File: src/rtl/sram_arb_pkg.sv
// Shared encodings for the single-port SRAM arbiter (state machine and requester ids).
package sram_arb_pkg;

  typedef enum logic [1:0] {
    IDLE   = 2'd0,
    ACCESS = 2'd1,
    WAIT   = 2'd2,
    DONE   = 2'd3
  } arb_state_e;

  localparam logic REQ_IF  = 1'b0;
  localparam logic REQ_MEM = 1'b1;

endpackage

File: src/rtl/sram_arb_select.sv
// Winner select for the SRAM arbiter: fixed MEM priority with an IF starvation guard,
// or round-robin when SRAM_ARB_ROUND_ROBIN_EN is defined.
module sram_arb_select
  import sram_arb_pkg::*;
#(
  parameter int unsigned STARVE_LIMIT = 4
) (
  input  logic clk,
  input  logic rst,
  input  logic if_req,
  input  logic mem_req,
  input  logic grant,
  output logic win_id_c
);

`ifdef SRAM_ARB_ROUND_ROBIN_EN
  logic last_grant;

  // On a tie the port that was not granted last time wins.
  always_comb begin
    win_id_c = REQ_IF;
    if (if_req && mem_req) begin
      win_id_c = ~last_grant;
    end else if (mem_req) begin
      win_id_c = REQ_MEM;
    end
  end

  always_ff @(posedge clk or posedge rst) begin
    if (rst) begin
      last_grant <= REQ_IF;
    end else if (grant) begin
      last_grant <= win_id_c;
    end
  end
`else
  localparam int unsigned CNT_W = 4;
  localparam logic [CNT_W-1:0] LIMIT = CNT_W'(STARVE_LIMIT);

  logic [CNT_W-1:0] starve_cnt;

  // MEM wins unless IF has already lost LIMIT arbitrations in a row.
  always_comb begin
    win_id_c = REQ_IF;
    if (mem_req && !(if_req && (starve_cnt >= LIMIT))) begin
      win_id_c = REQ_MEM;
    end
  end

  always_ff @(posedge clk or posedge rst) begin
    if (rst) begin
      starve_cnt <= '0;
    end else if (grant) begin
      if (if_req && (win_id_c == REQ_MEM)) begin
        if (starve_cnt < LIMIT) begin
          starve_cnt <= starve_cnt + CNT_W'(1);
        end
      end else begin
        starve_cnt <= '0;
      end
    end
  end
`endif

endmodule

File: src/rtl/sram_port_arbiter.sv
// Shares one single-port SRAM between the IF and MEM cache refill ports.
// Optional build macro: SRAM_ARB_ROUND_ROBIN_EN (round-robin instead of fixed priority).
module sram_port_arbiter
  import sram_arb_pkg::*;
#(
  parameter int unsigned SRAM_DATA_BIT = 128,
  parameter int unsigned SRAM_ADDR_BIT = 12,
  parameter int unsigned SRAM_RD_LAT   = 1,
  parameter int unsigned STARVE_LIMIT  = 4
) (
  input  logic                     clk_sys_i,
  input  logic                     rst_sys_i,
  input  logic                     if_req_i,
  input  logic                     if_we_i,
  input  logic [SRAM_ADDR_BIT-1:0] if_addr_i,
  input  logic [SRAM_DATA_BIT-1:0] if_data_i,
  output logic                     if_ack_o,
  output logic [SRAM_DATA_BIT-1:0] if_data_o,
  input  logic                     mem_req_i,
  input  logic                     mem_we_i,
  input  logic [SRAM_ADDR_BIT-1:0] mem_addr_i,
  input  logic [SRAM_DATA_BIT-1:0] mem_data_i,
  output logic                     mem_ack_o,
  output logic [SRAM_DATA_BIT-1:0] mem_data_o,
  output logic                     sram_ena_o,
  output logic                     sram_wea_o,
  output logic [SRAM_ADDR_BIT-1:0] sram_addr_o,
  output logic [SRAM_DATA_BIT-1:0] sram_data_o,
  input  logic [SRAM_DATA_BIT-1:0] sram_data_i,
  output logic                     busy_o
);

  localparam int unsigned LAT_W = 3;

  arb_state_e       state;
  logic             win_id;
  logic [LAT_W-1:0] lat_cnt;
  logic             win_id_c;
  logic             grant_c;

  assign grant_c = (state == IDLE) && (if_req_i || mem_req_i);

  sram_arb_select #(
    .STARVE_LIMIT(STARVE_LIMIT)
  ) u_select (
    .clk     (clk_sys_i),
    .rst     (rst_sys_i),
    .if_req  (if_req_i),
    .mem_req (mem_req_i),
    .grant   (grant_c),
    .win_id_c(win_id_c)
  );

  // Access sequencer; sram_wea_o doubles as the latched write flag during ACCESS.
  always_ff @(posedge clk_sys_i or posedge rst_sys_i) begin
    if (rst_sys_i) begin
      state       <= IDLE;
      win_id      <= REQ_IF;
      lat_cnt     <= '0;
      sram_ena_o  <= 1'b0;
      sram_wea_o  <= 1'b0;
      sram_addr_o <= '0;
      sram_data_o <= '0;
      if_ack_o    <= 1'b0;
      mem_ack_o   <= 1'b0;
      if_data_o   <= '0;
      mem_data_o  <= '0;
      busy_o      <= 1'b0;
    end else begin
      if_ack_o  <= 1'b0;
      mem_ack_o <= 1'b0;
      case (state)
        IDLE: begin
          if (grant_c) begin
            win_id     <= win_id_c;
            sram_ena_o <= 1'b1;
            if (win_id_c == REQ_MEM) begin
              sram_wea_o  <= mem_we_i;
              sram_addr_o <= mem_addr_i;
              sram_data_o <= mem_data_i;
            end else begin
              sram_wea_o  <= if_we_i;
              sram_addr_o <= if_addr_i;
              sram_data_o <= if_data_i;
            end
            busy_o <= 1'b1;
            state  <= ACCESS;
          end
        end
        ACCESS: begin
          sram_ena_o <= 1'b0;
          sram_wea_o <= 1'b0;
          if (sram_wea_o) begin
            if_ack_o  <= (win_id == REQ_IF);
            mem_ack_o <= (win_id == REQ_MEM);
            state     <= DONE;
          end else begin
            lat_cnt <= LAT_W'(SRAM_RD_LAT);
            state   <= WAIT;
          end
        end
        WAIT: begin
          if (lat_cnt == LAT_W'(1)) begin
            if (win_id == REQ_MEM) begin
              mem_data_o <= sram_data_i;
              mem_ack_o  <= 1'b1;
            end else begin
              if_data_o <= sram_data_i;
              if_ack_o  <= 1'b1;
            end
            state <= DONE;
          end else begin
            lat_cnt <= lat_cnt - LAT_W'(1);
          end
        end
        DONE: begin
          busy_o <= 1'b0;
          state  <= IDLE;
        end
        default: begin
          busy_o <= 1'b0;
          state  <= IDLE;
        end
      endcase
    end
  end

endmodule
File: config.mk
export PLATFORM = sky130hd
export DESIGN_NAME = sram_port_arbiter
export DESIGN_NICKNAME = d
export VERILOG_FILES = /design/src/rtl/sram_arb_pkg.sv /design/src/rtl/sram_arb_select.sv /design/src/rtl/sram_port_arbiter.sv
export SDC_FILE = /design/constraint.sdc
export NUM_CORES = 1
export LEC_CHECK = 0
export ABC_AREA = 1
export CAP_MARGIN = 40
export CORE_AREA = 2 2 313 315
export DETAILED_ROUTE_END_ITERATION = 7
export DIE_AREA = 0 0 315 317
export PLACE_DENSITY = 0.45
export RECOVER_POWER = 50
export SYNTH_ARGS = -nofsm -noshare
export SYNTH_HDL_FRONTEND = slang
export SYNTH_HIERARCHICAL = 1
export SYNTH_SLANG_ARGS = --single-unit
File: constraint.sdc
create_clock -name clk_sys_i -period 21.1 [get_ports clk_sys_i]
set_input_delay 4.22 -clock clk_sys_i [delete_from_list [all_inputs] [get_ports clk_sys_i]]
set_output_delay 4.22 -clock clk_sys_i [all_outputs]
set_load 0.05 [all_outputs]
==> impl_metrics.tcl <==
set metrics [dict create \
    status "finished, violations left" \
    violations "capacitance limit, slew limit" \
    seqCellArea_um2 10300 \
    cts_setup_buffers 0 \
    sw_frac_of_total_pct 49.9 \
    detail_route.wl_per_cell_um 16.8 \
    synthTopCellsByArea "dfrtp_1 59%, nand2_1 24%, o21ai_0 5.3%, inv_1 3.1%, buf_6 2.7%" \
    pin_count 815 \
    r2r_slack_ns 16.40 \
    grt_pass1_vias 15810 \
    fmax_mhz 86.4 \
    cts_resized 0 \
    io_buffers 814 \
    cp_max_fo 90 \
    rr_startpoint "state[0]" \
    final_layout_size_suffix_gt1_share_pct 3.73 \
    finClkSkew_ns 0.0215 \
    start_util_pct 18.2 \
    gp_routability_congestion 0.783 \
    antenna_found_initial 11 \
    die_area_um2 99900 \
    grt-ovfl-total 0 \
    hold_buffers 0 \
    root_buffer "clkbuf_16" \
    ant_nets 0 \
    wl_um 70900 \
    yosys_warnings 6 \
    p_seq_share_pct 26.2 \
    gr-usage-all-layers_pct 13.5 \
    drc 0 \
    startpoint "rst_sys_i" \
    async_flop_share_pct 100 \
    ys_seq_elements 411 \
    synthCells 2111 \
    reg2reg_depth 9 \
    yosysSeqAreaShare_pct 58.7 \
    fp.dieW_um 315 \
    synth.most_common_cell "nand2_1" \
    place_hpwl_um 54100 \
    ys_top_cells_by_count "1132 x nand2_1, 411 x dfrtp_1, 187 x o21ai_0" \
    syn_avg_cell_area_um2 8.30 \
    fin_area_um2 28500 \
    clk_latency_ns 0.60 \
    endpoint "if_data_o[68]" \
    min_period_ns 11.58 \
    synth_top_area_share_pct 58.7 \
    critPathKind "in2async" \
    final_nets 3304 \
    syn-num-nets 2533 \
    placed_cell_area_um2 26800 \
    ys_dominant_reg_cell "dfrtp_1" \
    p_sw_mw 2.64 \
    power.internal_mw 2.65 \
    power.share.clock_pct 17.8 \
    synth_edf_count 0 \
    syn_area_um2 17500 \
    clock_path_buffers 3 \
    synth_cell_type_count 22 \
    powerDensity_nw_per_um2 185 \
    fillers 10395 \
    regToRegEndpoint "sram_data_o[83]" \
    required_ns 21.75 \
    area_growth_pct 62.9 \
    first_iter_violations 748 \
    whs_ns 0.474 \
    clk_pin_slew_ns 0.06 \
    cts_buffers 50 \
    core_area_um2 96300 \
    multi_input_area_um2 5850 \
    power_leakage_nw 13.8 \
    combPwrFrac_pct 56.0 \
    critPathArrivalTime_ns 12.22 \
    ir_drop_v 0.0000561 \
    crit_path_end_kind "asynchronous set/reset pin" \
    grt_pass1_wl_um 102000 \
    cts_num_sinks 411 \
    cap_violations 6 \
    grt_max_degree 205 \
    via_count 15931 \
    finalNonFillerCells 4207 \
    slew_headroom_pct -196 \
    synth.largest_area_cell "dfrtp_1" \
    slew_viol_final 397 \
    final.period_utilization_pct 54.9 \
    rows 114 \
    worstSetupStartpointType "input pin" \
    htreeDepth 2 \
    grt_setup_unrepaired "false" \
    worst_pin_slew_ns 4.41 \
    die_h_um 317 \
    dp_cells 4106 \
    finalSetupViolations 0 \
    first_pass_iters 4 \
    viasPerCell 3.79 \
    fin_setup_tns_ns 0 \
    finalHoldViolCount 0 \
    cts_tree "yes" \
    hold_path.class "reg2reg" \
]
[sequential cells by signal (all words and copies together) (netlist names), 2 cells and up]
signal / flops
sram_data_o: 128
sram_addr_o: 12
if_data_o: 128
state: 2
lat_cnt: 3
mem_data_o: 128
u_select/starve_cnt: 4
[layout by cell type (no fill, tap or decap), drive strengths merged]
cell type      instances
o21ai                263
clkbuf                71
a21oi                  1
clkdlybuf4s50        679
nand2               1132
a21boi                 1
nor2                  15
ha                     8
or2                    1
inv                  152
nand3                 10
clkinv                14
dlygate4sd3          135
nand3b                 1
dfrtp                411
buf                   15
bufinv                 9
clkinvlp               5
diode                  8
[per-stage QoR]
stage / worst slack (ns) / power [mW] / util [%]
2_1_floorplan: 5.56 / 3.27 / -
3_3_place_gp: 12.16 / 4.40 / 27.6
3_5_place_dp: 13.47 / 4.43 / 27.9
4_1_cts: 14.18 / 5.40 / 29.7
5_1_grt: 8.02 / 5.59 / 29.6
6_report: 9.52 / 5.29 / 29.6
[metal layers]
metal  vias to the layer above  part of all wire, %  GRT usage (%)
li1                       8006                    -              -
met1                      7266                   40           15.9
met2                       568                   48           23.1
met3                        83                  8.9           4.84
met4                         8                  2.4           3.77
met5                         -                0.072              0
[worst max-delay path, stage by stage]
cell	delay [ns]
dlygate4sd3_1	0.57
clkinvlp_2	2.45
clkbuf_1	0.59
clkbuf_1	0.52
clkbuf_1	2.28
clkbuf_1	0.44
buf_16	0.32
buf_4	0.66
[area by class of cell]
cell class / instances / share of cell area, %
clock inverters: 31 / 1.59
multi-input cells: 1432 / 20.5
inverters: 149 / 1.97
flip-flops and latches: 411 / 36.0
diodes: 8 / 0.0701
well taps: 1276 / 5.59
clock buffers: 62 / 4.75
repair buffers: 838 / 29.5
[power groups by stage]
stage	Clock, mW	Sequential, mW	Combinational (mW)
floorplan	0	2.67	0.601
global placement	0	1.40	3.00
detailed placement	0	1.40	3.03
CTS	0.980	1.39	3.03
global route	1.01	1.44	3.14
finish	0.940	1.39	2.96
[worst min-delay path by stage]
stage	slack [ns]	cells after the start	start	to
2_1_floorplan	0.44	2	lat_cnt[1]	lat_cnt[1]
5_1_grt	0.49	2	sram_data_o[111]	sram_data_o[111]
3_3_place_gp	0.46	2	sram_data_o[70]	sram_data_o[70]
3_5_place_dp	0.46	2	lat_cnt[1]	lat_cnt[1]
4_1_cts	0.48	2	sram_data_o[24]	sram_data_o[24]
6_report	0.47	2	sram_data_o[45]	sram_data_o[45]
[kinds of logic after synthesis]
| group | after synthesis | share of synthesized area [%] |
|---|---|---|
| simple gates | 1159 | 25.1 |
| flops | 411 | 58.7 |
| buf+inv | 268 | 8.00 |
| compound gates | 265 | 7.58 |
| fa+ha+maj | 8 | 0.571 |
Power figures use the tool's default switching activity.
